`src/rtl/whisky_pkg.sv`:
```
// rtl/whisky_pkg.sv - shared constants and grant encoding for the writeback arbiter
package whisky_pkg;

  localparam int WHISKY_DATA_W = 16;
  localparam int WHISKY_SEL_W  = 3;
  localparam int WHISKY_NREG   = 8;

  localparam int REQ_ALU = 0;
  localparam int REQ_MEM = 1;

  typedef enum logic {
    GNT_ALU = 1'b0,
    GNT_MEM = 1'b1
  } req_id_e;

endpackage

```
`src/rtl/whisky_rr_arb2.sv`:
```
// rtl/whisky_rr_arb2.sv - two-way round-robin arbiter remembering the last winner
module whisky_rr_arb2
  import whisky_pkg::*;
(
  input  logic       clk,
  input  logic       rst_n,
  input  logic [1:0] req,
  output logic [1:0] gnt
);

  req_id_e last_grant_q, last_grant_d;

  always_comb begin
    gnt          = req;
    last_grant_d = last_grant_q;
    if (req == 2'b11) begin
      gnt = (last_grant_q == GNT_MEM) ? 2'b01 : 2'b10;
    end
    if (gnt[REQ_MEM]) begin
      last_grant_d = GNT_MEM;
    end else if (gnt[REQ_ALU]) begin
      last_grant_d = GNT_ALU;
    end
  end

  // Resetting to MEM lets the ALU win the first contended cycle.
  always_ff @(posedge clk or negedge rst_n) begin
    if (!rst_n) begin
      last_grant_q <= GNT_MEM;
    end else begin
      last_grant_q <= last_grant_d;
    end
  end

endmodule

```
`src/rtl/whisky_wb_arbiter.sv`:
```
// rtl/whisky_wb_arbiter.sv - register file write port arbiter with pending scoreboard
// Optional forwarding hit outputs enabled by WHISKY_WB_BYPASS_EN.
module whisky_wb_arbiter
  import whisky_pkg::*;
#(
  parameter int DATA_W = WHISKY_DATA_W,
  parameter int SEL_W  = WHISKY_SEL_W
) (
  input  logic              clk,
  input  logic              rst_n,
  input  logic              wb0_valid,
  input  logic [SEL_W-1:0]  wb0_sel,
  input  logic [DATA_W-1:0] wb0_data,
  output logic              wb0_ready,
  input  logic              wb1_valid,
  input  logic [SEL_W-1:0]  wb1_sel,
  input  logic [DATA_W-1:0] wb1_data,
  output logic              wb1_ready,
  input  logic              rsv_valid,
  input  logic [SEL_W-1:0]  rsv_sel,
  input  logic [SEL_W-1:0]  rd_sel_a,
  input  logic [SEL_W-1:0]  rd_sel_b,
  output logic              busy_a,
  output logic              busy_b,
`ifdef WHISKY_WB_BYPASS_EN
  output logic              hit_a,
  output logic              hit_b,
`endif
  output logic              rf_we,
  output logic [SEL_W-1:0]  rf_sel_w,
  output logic [DATA_W-1:0] rf_data
);

  localparam int NREG = 2**SEL_W;

  logic [1:0]        gnt;
  logic              granted;
  logic [SEL_W-1:0]  gnt_sel;
  logic [DATA_W-1:0] gnt_data;

  logic              rf_we_q, rf_we_d;
  logic [SEL_W-1:0]  rf_sel_w_q, rf_sel_w_d;
  logic [DATA_W-1:0] rf_data_q, rf_data_d;
  logic [NREG-1:0]   pending_q, pending_d;

  whisky_rr_arb2 u_arb (
    .clk   (clk),
    .rst_n (rst_n),
    .req   ({wb1_valid, wb0_valid}),
    .gnt   (gnt)
  );

  assign wb0_ready = gnt[REQ_ALU];
  assign wb1_ready = gnt[REQ_MEM];

  always_comb begin
    granted  = |gnt;
    gnt_sel  = gnt[REQ_MEM] ? wb1_sel  : wb0_sel;
    gnt_data = gnt[REQ_MEM] ? wb1_data : wb0_data;
  end

  // Register 0 is hardwired: its writebacks handshake but never assert the write enable.
  always_comb begin
    rf_we_d    = granted && (gnt_sel != '0);
    rf_sel_w_d = rf_sel_w_q;
    rf_data_d  = rf_data_q;
    if (granted) begin
      rf_sel_w_d = gnt_sel;
      rf_data_d  = gnt_data;
    end
  end

  // Clear is applied before set so a same-edge reservation keeps the bit.
  always_comb begin
    pending_d = pending_q;
    if (rf_we_q) begin
      pending_d[rf_sel_w_q] = 1'b0;
    end
    if (rsv_valid) begin
      pending_d[rsv_sel] = 1'b1;
    end
    pending_d[0] = 1'b0;
  end

  always_ff @(posedge clk or negedge rst_n) begin
    if (!rst_n) begin
      rf_we_q    <= 1'b0;
      rf_sel_w_q <= '0;
      rf_data_q  <= '0;
      pending_q  <= '0;
    end else begin
      rf_we_q    <= rf_we_d;
      rf_sel_w_q <= rf_sel_w_d;
      rf_data_q  <= rf_data_d;
      pending_q  <= pending_d;
    end
  end

  assign rf_we    = rf_we_q;
  assign rf_sel_w = rf_sel_w_q;
  assign rf_data  = rf_data_q;

`ifdef WHISKY_WB_BYPASS_EN
  assign hit_a  = rf_we_q && (rf_sel_w_q == rd_sel_a) && (rd_sel_a != '0);
  assign hit_b  = rf_we_q && (rf_sel_w_q == rd_sel_b) && (rd_sel_b != '0);
  assign busy_a = pending_q[rd_sel_a] && !hit_a;
  assign busy_b = pending_q[rd_sel_b] && !hit_b;
`else
  assign busy_a = pending_q[rd_sel_a];
  assign busy_b = pending_q[rd_sel_b];
`endif

endmodule

```
`config.mk`:
```
export PLATFORM = sky130hd
export DESIGN_NAME = whisky_wb_arbiter
export DESIGN_NICKNAME = d
export VERILOG_FILES = /design/src/rtl/whisky_pkg.sv /design/src/rtl/whisky_rr_arb2.sv /design/src/rtl/whisky_wb_arbiter.sv
export SDC_FILE = /design/constraint.sdc
export NUM_CORES = 1
export LEC_CHECK = 0
export ABC_AREA = 1
export BUFFER_PORTS_ARGS = -buffer_cell sky130_fd_sc_hd__buf_2
export CORE_MARGIN = 1
export CORE_UTILIZATION = 48
export DETAILED_ROUTE_END_ITERATION = 12
export GPL_TIMING_DRIVEN = 0
export PLACE_DENSITY = 0.84
export SKIP_CTS_REPAIR_TIMING = 1
export SYNTH_ARGS = -nofsm -noshare
export SYNTH_HDL_FRONTEND = slang
export SYNTH_HIERARCHICAL = 1
export SYNTH_SLANG_ARGS = --single-unit
```
`constraint.sdc`:
```
create_clock -name clk -period 2.8 [get_ports clk]
set_input_delay 0 -clock clk [delete_from_list [all_inputs] [get_ports clk]]
set_output_delay 0 -clock clk [all_outputs]
set_load 0.01 [all_outputs]
```
==> impl_results.md <==
* Overflow after GRT at 0
* Asr flop ratio synth at 100%
* Die Y at approximately 58 um
* CTS tree: done
* Required time of the critical path at between 3000 and 4000 ps
* Drt pass-1 iters at 8
* Fillers at around 170
* Area taken by flip-flops and latches at ~700 um2
* Synthesized Nets at ~250
* Sw Share at 33.9%
* Via count at around 1800
* Violated checks: DRC, hold timing
* Slew headroom at 59.2%
* WHS at -15.6 ps
* Vias in the first global route at 1377
* Num rows at 19
* Fin crit share at a little under nine tenths
* RSZ-0062 raised after global routing: no
* Largest net degree at the start of global routing at 29
* Status: finished with violations
* Final worst path period need at 2410 ps
* Main flop type after synthesis: dfrtp_1
* P_leak at 1.33 nW
* Final worst setup slack at 386 ps
* WL/cell at ~14 um
* Reg power frac at about two fifths
* Max Clock Freq at 0.414 GHz
* Routed wire length at slightly below 5000 um
* Switching power at ~0.46 mW
* CTS Buffer Depth at 2
* Post-synth EDFFs at 0
* Cell variety after synth at 19
* First-pass GRT wire length at around 5600 um
* Core footprint at around 2900 um2
* # diodes at 0
* Power Internal at about 0.9 mW
* Hold Violations, Final at 2
* Num Clock Sinks at 28
* Max-slew violations at 0
* Via-to-Cell Ratio at approximately 5.2
* Initial antenna violation count at 0
* Clock power frac at 20.4%
* I/O Buffers at 75
* Clk root buf: clkbuf_4
* Share of layout cells above drive strength 1 at 31.1%
* Nets at between 300 and 400
* Number of synthesized register bits at 28
* Least-Margin Pin Slew at a little over 600 ps
* Die width at ~58 um
* TNS Setup at 0 ps
* Synthesized area at between 1000 and 1500 um2
* Worst setup path class: reg -> reg
* Setup crit end kind: flip-flop
* Comb pwr share at 37.8%
* GRT Total Usage at approximately 22%
* Initial Utilization at ~52%
* Commonest non-fill, non-tap cell in the layout: nand2_1
* Total of max-cap violations at 0
* Post-DRT Antenna Nets at 0
* Peak supply drop at around 0.51 mV
* Worst slack at placement at approximately 1300 ps
* Ys Warns at 6
* Post-synthesis cell count at 201
* Clock Skews at 10.0 ps
* Clock latency at the later pin of the worst-skew pair at ~340 ps
* Multi-input logic area at 636 um2
* DRC Markers at 1
* Synth-to-Final Area Change at 61.7%
* IO Count at 76
* H-tree depth at 1
* DIE AREA at 3320 um2
* Worst EP arrival at ~2700 ps
* DRT iter0 DRCs at 92
* Part of the Yosys area used for sequential elements at between 40% and 50%
* Crit Path Max Fanout at 10
* Min-Delay Path Class: in -> reg
* Setup violations, final at 0
* Clk slew on worst S/H paths at approximately 160 ps
* Total CTS buffers at 3
* Startpoint types: flip-flop
* Power density over the cells at about 560 nW/um2
* Most frequent cells in the layout: nand2_1 (80), buf_2 (77), dlygate4sd3_1 (45)
* GP Congestion at 0.813
* Dpl hpwl at around 2700 um
* Synthesized area per cell at about 7.4 um2
==> cells in the mapped netlist, types with 2 or more instances <==
| library cell | count | area [um2] |
|---|---|---|
| dfrtp_1 | 27 | 676 |
| inv_1 | 25 | 93.8 |
| nand2_1 | 80 | 300 |
| o21ai_2 | 2 | 17.5 |
| o21ai_1 | 3 | 15.0 |
| nand2_2 | 11 | 68.8 |
| buf_4 | 2 | 15.0 |
| o21ai_0 | 13 | 65.1 |
| buf_2 | 2 | 10.0 |
| nand3_1 | 27 | 135 |
==> per-stage QoR <==
step	instance area [um2]	utilization, %	power [mW]	instances	hold WS (ps)
detailed placement	1900	66.6	0.956	307	43.3
floorplan	1490	-	0.790	201	-296
global route	2400	84.3	1.43	356	-0.962
CTS	1950	68.5	1.22	311	-333
finish	2400	84.3	1.35	356	-15.6
global placement	1900	66.6	0.939	307	44.4
==> critical path: stages (launching register included) <==
cell and delay, ps:
dfstp_2 590, a21oi_1 70, buf_4 160, buf_6 150, inv_2 60, nand2_1 60, o21ai_2 50, dlygate4sd3_1 560
nand2_1 50, dlygate4sd3_1 560
==> worst paths after layout <==
path                       slack [ps]                from            to  depth (start not counted)
hold / removal                    -20          wb0_sel[0]   rf_sel_w[0]                          5
hold reg to reg                   540        pending_q[7]  pending_q[7]                          2
setup / recovery                  390  u_arb/last_grant_q         rf_we                          9
setup reg to reg                  390  u_arb/last_grant_q         rf_we                          9
min in group asynchronous         180               rst_n    rf_data[3]                          2
max in group asynchronous        2220               rst_n  pending_q[7]                          2
==> cell type report <==
cell class / instances / share of cell area, %
multi-input cells: 141 / 26.4
well taps: 31 / 1.61
clock inverters: 1 / 1.25
repair buffers: 120 / 34.4
inverters: 26 / 4.06
clock buffers: 3 / 0.937
plain buffers: 6 / 2.13
flip-flops and latches: 28 / 29.2
==> state kept, by name, indices dropped and copies added, names as in the netlist <==
signal,flops
pending_q,7
rf_data,16
rf_sel_w,3
rf_we,1
u_arb/last_grant_q,1
==> logic make-up after synthesis <==
family / synth area share [%]
simple gates: 35.4
compound gates: 7.41
buf+inv: 10.0
flops: 47.2
==> layer usage <==
layer / GRT usage [%] / vias to the layer above / wire [um]
met1: 25.4 / 865 / 1870
met3: 3.57 / 14 / 278
met4: 7.82 / 0 / 146
met5: 0 / - / 0
met2: 40.9 / 87 / 2650
li1: - / 874 / -
==> power by group through the flow <==
stage          clock network, mW  registers (mW)  logic (mW)
2_1_floorplan                  0           0.579       0.211
3_3_place_gp                   0           0.566       0.373
3_5_place_dp                   0           0.569       0.387
4_1_cts                    0.269           0.562       0.387
5_1_grt                    0.288           0.575       0.565
6_report                   0.275           0.563       0.509
Power figures use the tool's default switching activity.
